### src/rtl/fork_join_pkg.sv
// Shared types and helpers for the fork/join sequencer.
// Pure declarations: no logic and no state.
package fork_join_pkg;

    typedef enum logic [1:0] {
        JOIN_ALL  = 2'd0,
        JOIN_ANY  = 2'd1,
        JOIN_NONE = 2'd2
    } join_mode_e;

    typedef enum logic [1:0] {
        IDLE  = 2'd0,
        FORK  = 2'd1,
        POST  = 2'd2,
        DRAIN = 2'd3
    } fj_state_e;

    // Widest counter the helper supports; callers size-cast in and out.
    localparam int FJ_MAX_W = 32;
    typedef logic [FJ_MAX_W-1:0] fj_wide_t;

    // A zero delay still costs one cycle.
    function automatic fj_wide_t eff_delay(input fj_wide_t d);
        return (d == '0) ? fj_wide_t'(1) : d;
    endfunction

    // The reserved encoding behaves as JOIN_ALL.
    function automatic join_mode_e decode_mode(input logic [1:0] m);
        case (m)
            2'd1:    return JOIN_ANY;
            2'd2:    return JOIN_NONE;
            default: return JOIN_ALL;
        endcase
    endfunction

endpackage

### src/rtl/fork_join_ctrl_if.sv
// Control and status bundle for fork_join_ctrl.
// Plain level/pulse signals: no handshake, and the controller never stalls.
interface fork_join_ctrl_if #(
    parameter int N_CH  = 2,
    parameter int CNT_W = 16
);
    logic                  start;
    logic                  abort;
    logic [1:0]            mode;
    logic [N_CH-1:0]       ch_en;
    logic [N_CH*CNT_W-1:0] ch_delay;
    logic [CNT_W-1:0]      post_delay;

    logic                  busy;
    logic [N_CH-1:0]       ch_active;
    logic [N_CH-1:0]       ch_done;
    logic                  join_pulse;
    logic                  post_done;
    logic                  start_ignored;
    logic [CNT_W-1:0]      elapsed;

    modport master (
        output start, abort, mode, ch_en, ch_delay, post_delay,
        input  busy, ch_active, ch_done, join_pulse, post_done, start_ignored, elapsed
    );

    modport slave (
        input  start, abort, mode, ch_en, ch_delay, post_delay,
        output busy, ch_active, ch_done, join_pulse, post_done, start_ignored, elapsed
    );
endinterface

### src/rtl/fj_timer.sv
// Loadable down-counter. done pulses in the cycle after edge load+load_val.
// Latency: exactly load_val edges (load_val >= 1). Clear wins over load and suppresses expiry.
module fj_timer #(
    parameter int CNT_W = 16
) (
    input  logic             clk,
    input  logic             rst_n,
    input  logic             load,
    input  logic [CNT_W-1:0] load_val,
    input  logic             clear,
    output logic             active,
    output logic             expiring,
    output logic             done
);
    logic [CNT_W-1:0] cnt_q, cnt_d;
    logic             active_q, active_d;
    logic             done_q, done_d;

    // High during the cycle whose closing edge ends the count.
    assign expiring = active_q && (cnt_q == CNT_W'(1)) && !clear && !load;

    always_comb begin
        cnt_d    = cnt_q;
        active_d = active_q;
        done_d   = 1'b0;
        if (clear) begin
            cnt_d    = '0;
            active_d = 1'b0;
        end else if (load) begin
            cnt_d    = load_val;
            active_d = 1'b1;
        end else if (active_q) begin
            if (cnt_q == CNT_W'(1)) begin
                cnt_d    = '0;
                active_d = 1'b0;
                done_d   = 1'b1;
            end else begin
                cnt_d = cnt_q - CNT_W'(1);
            end
        end
    end

    always_ff @(posedge clk or negedge rst_n) begin
        if (!rst_n) begin
            cnt_q    <= '0;
            active_q <= 1'b0;
            done_q   <= 1'b0;
        end else begin
            cnt_q    <= cnt_d;
            active_q <= active_d;
            done_q   <= done_d;
        end
    end

    assign active = active_q;
    assign done   = done_q;
endmodule

### src/rtl/fork_join_ctrl.sv
// Fork/join sequencer: N_CH channel timers, join detection, one post timer, elapsed count.
// Latency: pulses appear the cycle after their edge. No backpressure; start while busy is dropped and flagged.
module fork_join_ctrl #(
    parameter int N_CH  = 2,
    parameter int CNT_W = 16
) (
    input  logic clk,
    input  logic rst_n,
    fork_join_ctrl_if.slave bus
);
    import fork_join_pkg::*;

    fj_state_e        state_q, state_d;
    join_mode_e       mode_q, mode_d;
    logic [N_CH-1:0]  ch_en_q, ch_en_d;
    logic [CNT_W-1:0] post_delay_q, post_delay_d;
    logic [CNT_W-1:0] elapsed_q, elapsed_d;
    logic             busy_q, busy_d;
    logic             join_pulse_q, join_pulse_d;
    logic             start_ignored_q, start_ignored_d;

    logic [N_CH-1:0]  ch_active, ch_exp, ch_done;
    logic             post_active, post_exp, post_done;
    logic [CNT_W-1:0] post_load_val;
    logic             start_acc, clear_all, join_cond, join_now, ch_left;

    assign start_acc = bus.start && !bus.abort && (state_q == IDLE);
    assign clear_all = bus.abort && (state_q != IDLE);

    for (genvar i = 0; i < N_CH; i++) begin : g_ch
        logic [CNT_W-1:0] load_val;
        assign load_val = CNT_W'(eff_delay(FJ_MAX_W'(bus.ch_delay[i*CNT_W +: CNT_W])));

        fj_timer #(.CNT_W(CNT_W)) u_timer (
            .clk      (clk),
            .rst_n    (rst_n),
            .load     (start_acc && bus.ch_en[i]),
            .load_val (load_val),
            .clear    (clear_all),
            .active   (ch_active[i]),
            .expiring (ch_exp[i]),
            .done     (ch_done[i])
        );
    end

    assign post_load_val = CNT_W'(eff_delay(FJ_MAX_W'(post_delay_q)));

    fj_timer #(.CNT_W(CNT_W)) u_post (
        .clk      (clk),
        .rst_n    (rst_n),
        .load     (join_now),
        .load_val (post_load_val),
        .clear    (clear_all),
        .active   (post_active),
        .expiring (post_exp),
        .done     (post_done)
    );

    // Join is judged on what the channels will look like after the coming edge.
    always_comb begin
        ch_left = |(ch_active & ~ch_exp);
        case (mode_q)
            JOIN_ANY:  join_cond = |(ch_en_q & ch_exp);
            JOIN_NONE: join_cond = 1'b1;
            default:   join_cond = !ch_left;
        endcase
        if (ch_en_q == '0) begin
            join_cond = 1'b1;
        end
        join_now = (state_q == FORK) && !bus.abort && join_cond;
    end

    always_comb begin
        state_d         = state_q;
        mode_d          = mode_q;
        ch_en_d         = ch_en_q;
        post_delay_d    = post_delay_q;
        elapsed_d       = elapsed_q;
        join_pulse_d    = join_now;
        start_ignored_d = bus.start && (state_q != IDLE);

        case (state_q)
            IDLE: begin
                if (start_acc) begin
                    state_d      = FORK;
                    mode_d       = decode_mode(bus.mode);
                    ch_en_d      = bus.ch_en;
                    post_delay_d = bus.post_delay;
                    elapsed_d    = '0;
                end
            end
            FORK: begin
                if (join_now) begin
                    state_d = POST;
                end
            end
            POST: begin
                if (post_exp || !post_active) begin
                    state_d = ch_left ? DRAIN : IDLE;
                end
            end
            DRAIN: begin
                if (!ch_left) begin
                    state_d = IDLE;
                end
            end
            default: state_d = IDLE;
        endcase

        // Abort freezes elapsed at its current value, same as a normal run end.
        if (state_q != IDLE) begin
            if (bus.abort) begin
                state_d = IDLE;
            end else if (elapsed_q != '1) begin
                elapsed_d = elapsed_q + CNT_W'(1);
            end
        end

        busy_d = (state_d != IDLE);
    end

    always_ff @(posedge clk or negedge rst_n) begin
        if (!rst_n) begin
            state_q         <= IDLE;
            mode_q          <= JOIN_ALL;
            ch_en_q         <= '0;
            post_delay_q    <= '0;
            elapsed_q       <= '0;
            busy_q          <= 1'b0;
            join_pulse_q    <= 1'b0;
            start_ignored_q <= 1'b0;
        end else begin
            state_q         <= state_d;
            mode_q          <= mode_d;
            ch_en_q         <= ch_en_d;
            post_delay_q    <= post_delay_d;
            elapsed_q       <= elapsed_d;
            busy_q          <= busy_d;
            join_pulse_q    <= join_pulse_d;
            start_ignored_q <= start_ignored_d;
        end
    end

    assign bus.busy          = busy_q;
    assign bus.ch_active     = ch_active;
    assign bus.ch_done       = ch_done;
    assign bus.join_pulse    = join_pulse_q;
    assign bus.post_done     = post_done;
    assign bus.start_ignored = start_ignored_q;
    assign bus.elapsed       = elapsed_q;
endmodule

### src/flat_wrapper.sv
// flat-port wrapper written by rule: the top's interface ports become plain ports
module fork_join_ctrl_flat import fork_join_pkg::*;
#(
    parameter int N_CH  = 2,
    parameter int CNT_W = 16
)
  (clk, rst_n, bus_start, bus_abort, bus_mode, bus_ch_en, bus_ch_delay, bus_post_delay, bus_busy, bus_ch_active, bus_ch_done, bus_join_pulse, bus_post_done, bus_start_ignored, bus_elapsed);
  fork_join_ctrl_if #(.N_CH(N_CH), .CNT_W(CNT_W)) bus_i ();
  input  logic clk;
  input  logic rst_n;
  input wire logic [$bits(bus_i.start)-1:0] bus_start;
  input wire logic [$bits(bus_i.abort)-1:0] bus_abort;
  input wire logic [$bits(bus_i.mode)-1:0] bus_mode;
  input wire logic [$bits(bus_i.ch_en)-1:0] bus_ch_en;
  input wire logic [$bits(bus_i.ch_delay)-1:0] bus_ch_delay;
  input wire logic [$bits(bus_i.post_delay)-1:0] bus_post_delay;
  output wire logic [$bits(bus_i.busy)-1:0] bus_busy;
  output wire logic [$bits(bus_i.ch_active)-1:0] bus_ch_active;
  output wire logic [$bits(bus_i.ch_done)-1:0] bus_ch_done;
  output wire logic [$bits(bus_i.join_pulse)-1:0] bus_join_pulse;
  output wire logic [$bits(bus_i.post_done)-1:0] bus_post_done;
  output wire logic [$bits(bus_i.start_ignored)-1:0] bus_start_ignored;
  output wire logic [$bits(bus_i.elapsed)-1:0] bus_elapsed;
  assign bus_i.start = bus_start;
  assign bus_i.abort = bus_abort;
  assign bus_i.mode = bus_mode;
  assign bus_i.ch_en = bus_ch_en;
  assign bus_i.ch_delay = bus_ch_delay;
  assign bus_i.post_delay = bus_post_delay;
  assign bus_busy = bus_i.busy;
  assign bus_ch_active = bus_i.ch_active;
  assign bus_ch_done = bus_i.ch_done;
  assign bus_join_pulse = bus_i.join_pulse;
  assign bus_post_done = bus_i.post_done;
  assign bus_start_ignored = bus_i.start_ignored;
  assign bus_elapsed = bus_i.elapsed;
  fork_join_ctrl #(.N_CH(N_CH), .CNT_W(CNT_W)) u_core (.clk(clk), .rst_n(rst_n), .bus(bus_i));
endmodule
### config.mk
export PLATFORM = sky130hd
export DESIGN_NAME = fork_join_ctrl_flat
export DESIGN_NICKNAME = d
export VERILOG_FILES = /design/src/rtl/fork_join_pkg.sv /design/src/rtl/fork_join_ctrl_if.sv /design/src/rtl/fj_timer.sv /design/src/rtl/fork_join_ctrl.sv /design/src/flat_wrapper.sv
export SDC_FILE = /design/constraint.sdc
export NUM_CORES = 1
export LEC_CHECK = 0
export BUFFER_PORTS_ARGS = -buffer_cell sky130_fd_sc_hd__buf_2
export CORE_UTILIZATION = 29
export CTS_BUF_LIST = sky130_fd_sc_hd__clkbuf_8 sky130_fd_sc_hd__clkbuf_16
export DETAILED_ROUTE_END_ITERATION = 10
export SYNTH_ARGS = -nofsm -noshare
export SYNTH_HDL_FRONTEND = slang
export SYNTH_SLANG_ARGS = --single-unit
### constraint.sdc
create_clock -name clk -period 3.13 [get_ports clk]
set_clock_uncertainty 0.15 [all_clocks]
set_input_delay 0.626 -clock clk [delete_from_list [all_inputs] [get_ports clk]]
set_output_delay 0.626 -clock clk [all_outputs]
set_load 0.03 [all_outputs]
==> results.txt, run 1 <==
Pwr/cell area = 781 mW/mm²
Final cycle utilization of the critical path = 85.2%
First-pass GRT wire length = 26600 µm
Setup slack after layout = 0.464 ns
Min Tclk post-route = 2.67 ns
Root Driver = clkbuf_16
Worst-Margin Slew = 0.978 ns
Antenna Cells = 0
Highest Clock Rate = 375 MHz
Final hold vios = 0
Hpwl dp = 11800 µm
Nets@finish = 799
Setup TNS = 0 ns
# rows = 50
Hold Crit Class = in -> async
Antenna violations before repair = 0
Peak supply drop = 0.338 mV
Core Region = 0.0188 mm²
Outcome = finished clean
Post-CTS Hold Buffers = 0
Post-place instance area = 0.00628 mm²
Sequential-to-total area share from yosys stat = 42.6%
RSZ-0062 raised after global routing = no
Reg2Reg Depth = 9
Chip width = 141 µm
DIE AREA = 0.0198 mm²
Worst-path fanout max = 15
Predominant post-synthesis flop cell = dfrtp_1
Drt pass-1 iters = 5
Routed Antenna Nets = 0
Average vias per placed instance = 5.35
Clock Path Buffers = 2
Iteration-0 DRC Markers = 345
Distinct cells, synth = 68
Syn Area/Cell = 8.51 µm²
Area leader, netlist = dfrtp_1
Pleak = 2.94 nW
Critical Path Source = u_core.g_ch[0].u_timer.cnt_q[1]
Port bufs = 79
Setup Viol. Count Final = 0
Io pins = 80
Layout Area Growth over Synthesis = 18.1%
Synthesis warning total = 0
Grt ovf = 0
Final instance area = 0.00660 mm²
H-tree levels = 3
Slew Viols, Final = 0
Gr usage total = 16.9%
Crit start category = register
GP Congestion = 0.836
Post-Syn Instances = 656
Synth top area cells = dfrtp_1 (43%), nand2_1 (6.8%), nor2_1 (4.2%), o21ai_0 (3.9%), nor3_1 (3.4%)
CTS resizes = 0
Setup repair bufs after CTS = 0
Layout cells sized above 1 = 18.9%
Vias in the first global route = 5037
Die Ht = 141 µm
FILL cells = 1971
DR DRC count = 0
Setup WS pre-CTS = 0.324 ns
Synthesized area = 0.00559 mm²
Relative slew slack = 34.1%
Worst Path Class, Setup = reg -> reg
Post-synth EDFFs = 0
Crit path DAT = 2.73 ns
Clk_lat worst skew = 0.35 ns
Synth Net Count = 721
Worst Path Required = 3.20 ns
Initial core utilization = 29.8%
Reg2reg start = u_core.g_ch[0].u_timer.cnt_q[1]
Synthesized flop and latch total = 95
DR vias = 5208
Routed len/inst = 16.5 µm
Clock buffer count from CTS = 9
Async set-or-reset flop fraction in the synthesized netlist = 100%
Maxcap violations = 0
Crit end category = register
Clock sinks = 95
TritonCTS clock tree = built
Largest net degree at the start of global routing = 46
Clock-pin slew on the worst setup and hold paths = 0.08 ns
Routed wire length = 16000 µm
Hold Slack = 0.135 ns
Synth top area share = 42.6%
==> metal layers <==
metal  part of all wire, %  vias to the layer above  GRT usage [%]
met3                   4.5                       17           3.53
met1                    49                     2516           23.7
met2                    45                      129           26.2
met5                     0                        -              0
met4                   1.3                        0           4.69
li1                      -                     2546              -
==> layout by cell type, fill, tap and decap left out, types with 21 or more instances in the layout <==
cell	synthesis	routed
buf_4	4	21
nor2_1	62	62
nand2_1	101	101
nor3_1	38	38
inv_1	23	23
nand3_1	31	31
buf_2	6	78
a21oi_1	32	32
dfrtp_1	95	95
nor4_1	23	23
o21ai_0	44	44
==> worst paths after layout <==
kind,end,slack (ns)
worst max-delay path,u_core.u_post.cnt_q[15],0.46
worst min-delay path,u_core.post_delay_q[1],0.13
worst max register to register,u_core.u_post.cnt_q[15],0.46
worst min register to register,u_core.ch_en_q[0],0.36
max in group asynchronous,u_core.g_ch[0].u_timer.cnt_q[8],1.95
min in group clk,u_core.post_delay_q[2],0.31
==> stage by stage <==
step / total power (W) / utilization (%) / cells
6_report: 0.00515 / 35.2 / 973
5_1_grt: 0.00554 / 35.2 / 973
3_3_place_gp: 0.00394 / 33.4 / 957
4_1_cts: 0.00516 / 35.2 / 973
2_1_floorplan: 0.00338 / - / 656
3_5_place_dp: 0.00396 / 33.4 / 957
==> power by group <==
group	internal [W]	switching, W
Sequential	0.00160	0.000518
Clock	0.000662	0.000525
Combinational	0.000741	0.00111
Total	0.00300	0.00215
==> flip-flops by register name, indices dropped and copies added, names as in the netlist <==
signal	flops
u_core.g_ch.u_timer.cnt_q	32
u_core.bus.elapsed	16
u_core.post_delay_q	16
u_core.u_post.cnt_q	16
u_core.ch_en_q	2
u_core.g_ch.u_timer.active	2
u_core.g_ch.u_timer.done	2
u_core.mode_q	2
u_core.state_q	2
u_core.bus.busy	1
u_core.bus.join_pulse	1
u_core.bus.start_ignored	1
u_core.u_post.active	1
u_core.u_post.done	1
==> cells by family after synthesis <==
logic type | synth area share (%)
flops | 42.6
xor+xnor | 2.04
mux | 2.40
fa+ha+maj | 2.02
buf+inv | 4.30
compound gates | 17.6
simple gates | 29.1
==> layout make-up <==
| type | instances | area (µm²) | area share, % |
|---|---|---|---|
| repair buffers | 99 | 548 | 8.30 |
| clock buffers | 10 | 239 | 3.62 |
| multi-input cells | 505 | 2970 | 45.0 |
| well taps | 234 | 293 | 4.44 |
| inverters | 24 | 90.1 | 1.37 |
| flip-flops and latches | 95 | 2380 | 36.0 |
| clock inverters | 6 | 83.8 | 1.27 |
==> cells in the mapped netlist (4+ instances only) <==
library cell	instances
dfrtp_1	95
and3_1	4
o21ai_0	44
mux2i_1	10
and2_1	5
nor4b_1	5
a311oi_1	5
clkbuf_1	21
buf_4	4
o21ai_1	5
nand3_1	31
a21oi_1	32
nor2_1	62
a211oi_1	6
inv_1	23
o31ai_2	7
o2bb2ai_1	4
or4_1	6
or3_1	6
a31oi_1	6
buf_2	6
o31ai_1	9
xnor2_1	10
and4_1	5
nor4_1	23
nand4_1	12
ha_1	9
o22ai_1	4
nor3_1	38
nand2_1	101
==> worst max-delay path, cell delays in order (launching register included) <==
cell	delay [ns]
dfrtp_1	0.40
inv_1	0.10
ha_1	0.14
nor4b_1	0.39
nand4_1	0.36
o21ai_1	0.28
a211o_1	0.21
nand2_4	0.09
inv_2	0.28
o31ai_1	0.13
Note: power is estimated with default switching activity, not from simulation.
==> inputs of run 2 (changes only) <==
--- a/config.mk
+++ b/config.mk
@@ -6,9 +6,12 @@
 export NUM_CORES = 1
 export LEC_CHECK = 0
 export BUFFER_PORTS_ARGS = -buffer_cell sky130_fd_sc_hd__buf_2
+export CELL_PAD_IN_SITES_DETAIL_PLACEMENT = 1
+export CELL_PAD_IN_SITES_GLOBAL_PLACEMENT = 1
 export CORE_UTILIZATION = 29
 export CTS_BUF_LIST = sky130_fd_sc_hd__clkbuf_8 sky130_fd_sc_hd__clkbuf_16
 export DETAILED_ROUTE_END_ITERATION = 10
+export PLACE_DENSITY_LB_ADDON = 0.1
 export SYNTH_ARGS = -nofsm -noshare
 export SYNTH_HDL_FRONTEND = slang
 export SYNTH_SLANG_ARGS = --single-unit
==> run 2 against run 1 <==
Against the previous run: non-clock buffer count is 6 higher; cell count grew 0.51%; register-to-register slack worse by 0.06 ns; core utilization grew 0.35 points; clock power grew 6%; critical endpoint is now u_core.g_ch[0].u_timer.cnt_q[14]; wire length rose by 13%.
==> results.txt, run 2 (synthesis gave the netlist of run 1 again) <==
Final hold vios = 0 (unchanged)
Highest Clock Rate = 367 MHz (was 375 MHz)
Core Region = 0.0188 mm² (unchanged)
Antenna violations before repair = 0 (unchanged)
Crit path DAT = 2.82 ns (was 2.73 ns)
Reg2reg start = u_core.g_ch[0].u_timer.cnt_q[0] (was u_core.g_ch[0].u_timer.cnt_q[1])
Relative slew slack = 30.0% (was 34.1%)
Peak supply drop = 0.329 mV (was 0.338 mV)
Most frequent cells in the layout = nand2_1 (101), dfrtp_1 (95), buf_2 (78), nor2_1 (62), o21ai_0 (44) (unchanged)
Io pins = 80 (unchanged)
Routed Antenna Nets = 0 (unchanged)
Drt pass-1 iters = 5 (unchanged)
CTS resizes = 0 (unchanged)
Overall Power = 0.00533 W (was 0.00515 W)
GP Congestion = 0.796 (was 0.836)
Commonest non-fill, non-tap cell in the layout = nand2_1 (unchanged)
RR Endpoint = u_core.g_ch[0].u_timer.cnt_q[14] (was u_core.u_post.cnt_q[15])
Min Tclk post-route = 2.72 ns (was 2.67 ns)
Placed Instances = 963 (was 957)
Iteration-0 DRC Markers = 234 (was 345)
Setup repair bufs after CTS = 0 (unchanged)
# rows = 50 (unchanged)
Chip width = 141 µm (unchanged)
Most flop-heavy register = u_core.g_ch.u_timer.cnt_q (unchanged)
R2r setup slk = 0.41 ns (was 0.46 ns)
Routed len/inst = 18.4 µm (was 16.5 µm)
DR DRC count = 0 (unchanged)
Maxcap violations = 0 (unchanged)
Crit start category = register (unchanged)
RSZ-0062 raised after global routing = no (unchanged)
Final cycle utilization of the critical path = 87.0% (was 85.2%)
Critical Path Source = u_core.g_ch[0].u_timer.cnt_q[0] (was u_core.g_ch[0].u_timer.cnt_q[1])
Hold Crit Class = in -> async (unchanged)
Antenna Cells = 0 (unchanged)
Average vias per placed instance = 5.41 (was 5.35)
Vias in the first global route = 5602 (was 5037)
Worst-path fanout max = 6 (was 15)
Nets@finish = 805 (was 799)
Port bufs = 79 (unchanged)
Setup Viol. Count Final = 0 (unchanged)
Worst Path Required = 3.22 ns (was 3.20 ns)
Grt ovf = 0 (unchanged)
Gr usage total = 19.4% (was 16.9%)
Post-CTS Hold Buffers = 0 (unchanged)
Outcome = finished clean (unchanged)
Clock sinks = 95 (unchanged)
Root Driver = clkbuf_16 (unchanged)
Clock buffer count from CTS = 9 (unchanged)
Crit end category = register (unchanged)
Routed wire length = 18000 µm (was 16000 µm)
Pwr/cell area = 800 mW/mm² (was 781 mW/mm²)
Layout cells sized above 1 = 19.5% (was 18.9%)
Worst Path Class, Setup = reg -> reg (unchanged)
Slew Viols, Final = 0 (unchanged)
Initial core utilization = 29.8% (unchanged)
Reg2Reg Depth = 7 (was 9)
Pleak = 2.97 nW (was 2.94 nW)
Hpwl dp = 13500 µm (was 11800 µm)
H-tree levels = 3 (unchanged)
DR vias = 5290 (was 5208)
Layout Area Growth over Synthesis = 19.3% (was 18.1%)
Max reg flops = 32 (unchanged)
First-pass GRT wire length = 30200 µm (was 26600 µm)
Setup TNS = 0 ns (unchanged)
Die Ht = 141 µm (unchanged)
Clock-pin slew on the worst setup and hold paths = 0.07 ns (was 0.08 ns)
Largest net degree at the start of global routing = 44 (was 46)
Clock Path Buffers = 2 (unchanged)
Fin cells = 978 (was 973)
Worst-Margin Slew = 1.04 ns (was 0.978 ns)
Util after Layout = 35.5% (was 35.2%)
DIE AREA = 0.0198 mm² (unchanged)
Clk_lat worst skew = 0.35 ns (about the same)
TritonCTS clock tree = built (unchanged)
==> run 2: cell count changes in the layout (fill, tap and decap cells not counted), sizes merged <==
cell / change
clkinv: -1
clkbuf: +1
buf: +6
bufinv: +1
inv: -2
==> run 2: area by class of cell <==
class                   instances  area, µm²
fillers                      2243      12100
inverters                      24       90.1
repair buffers                105        606
multi-input cells             505       2970
well taps                     234        293
clock buffers                  11        253
clock inverters                 4       77.6
flip-flops and latches         95       2380
==> run 2: power by group <==
group / leakage (nW) / internal, W / switching, W
Sequential: 1.23 / 0.00160 / 0.000495
Clock: 0.162 / 0.000745 / 0.000512
Combinational: 1.59 / 0.000780 / 0.00120
==> run 2: layer usage <==
metal / global-route usage (%) / part of all wire, %
met3: 2.14 / 2.5
met5: 0 / 0
met2: 31.9 / 48
met1: 26.2 / 47
met4: 7.15 / 1.7
==> run 2: metrics by stage <==
stage | hold slack (ns) | area, µm² | setup slack [ns]
floorplan | 0.180 | 5590 | 0.547
global placement | 0.324 | 6330 | 0.324
detailed placement | 0.336 | 6330 | 0.219
CTS | 0.160 | 6660 | 0.425
global route | 0.177 | 6660 | 0.246
finish | 0.140 | 6660 | 0.406
==> run 2: worst max-delay path by stage <==
| stage | depth (start not counted) | endpoint |
|---|---|---|
| 2_1_floorplan | 9 | u_core.u_post.cnt_q[10] |
| 3_3_place_gp | 9 | u_core.u_post.cnt_q[8] |
| 3_5_place_dp | 9 | u_core.u_post.cnt_q[8] |
| 4_1_cts | 7 | u_core.g_ch[0].u_timer.cnt_q[14] |
| 5_1_grt | 7 | u_core.g_ch[0].u_timer.cnt_q[14] |
| 6_report | 7 | u_core.g_ch[0].u_timer.cnt_q[14] |
==> run 2: worst max-delay path: stages, from the launching register on <==
cell and delay (ns):
dfrtp_1 0.45, inv_1 0.08, ha_1 0.16, or3b_1 0.43
nor4b_1 0.46, nand2_1 0.16, or4_1 0.42, a311oi_1 0.29
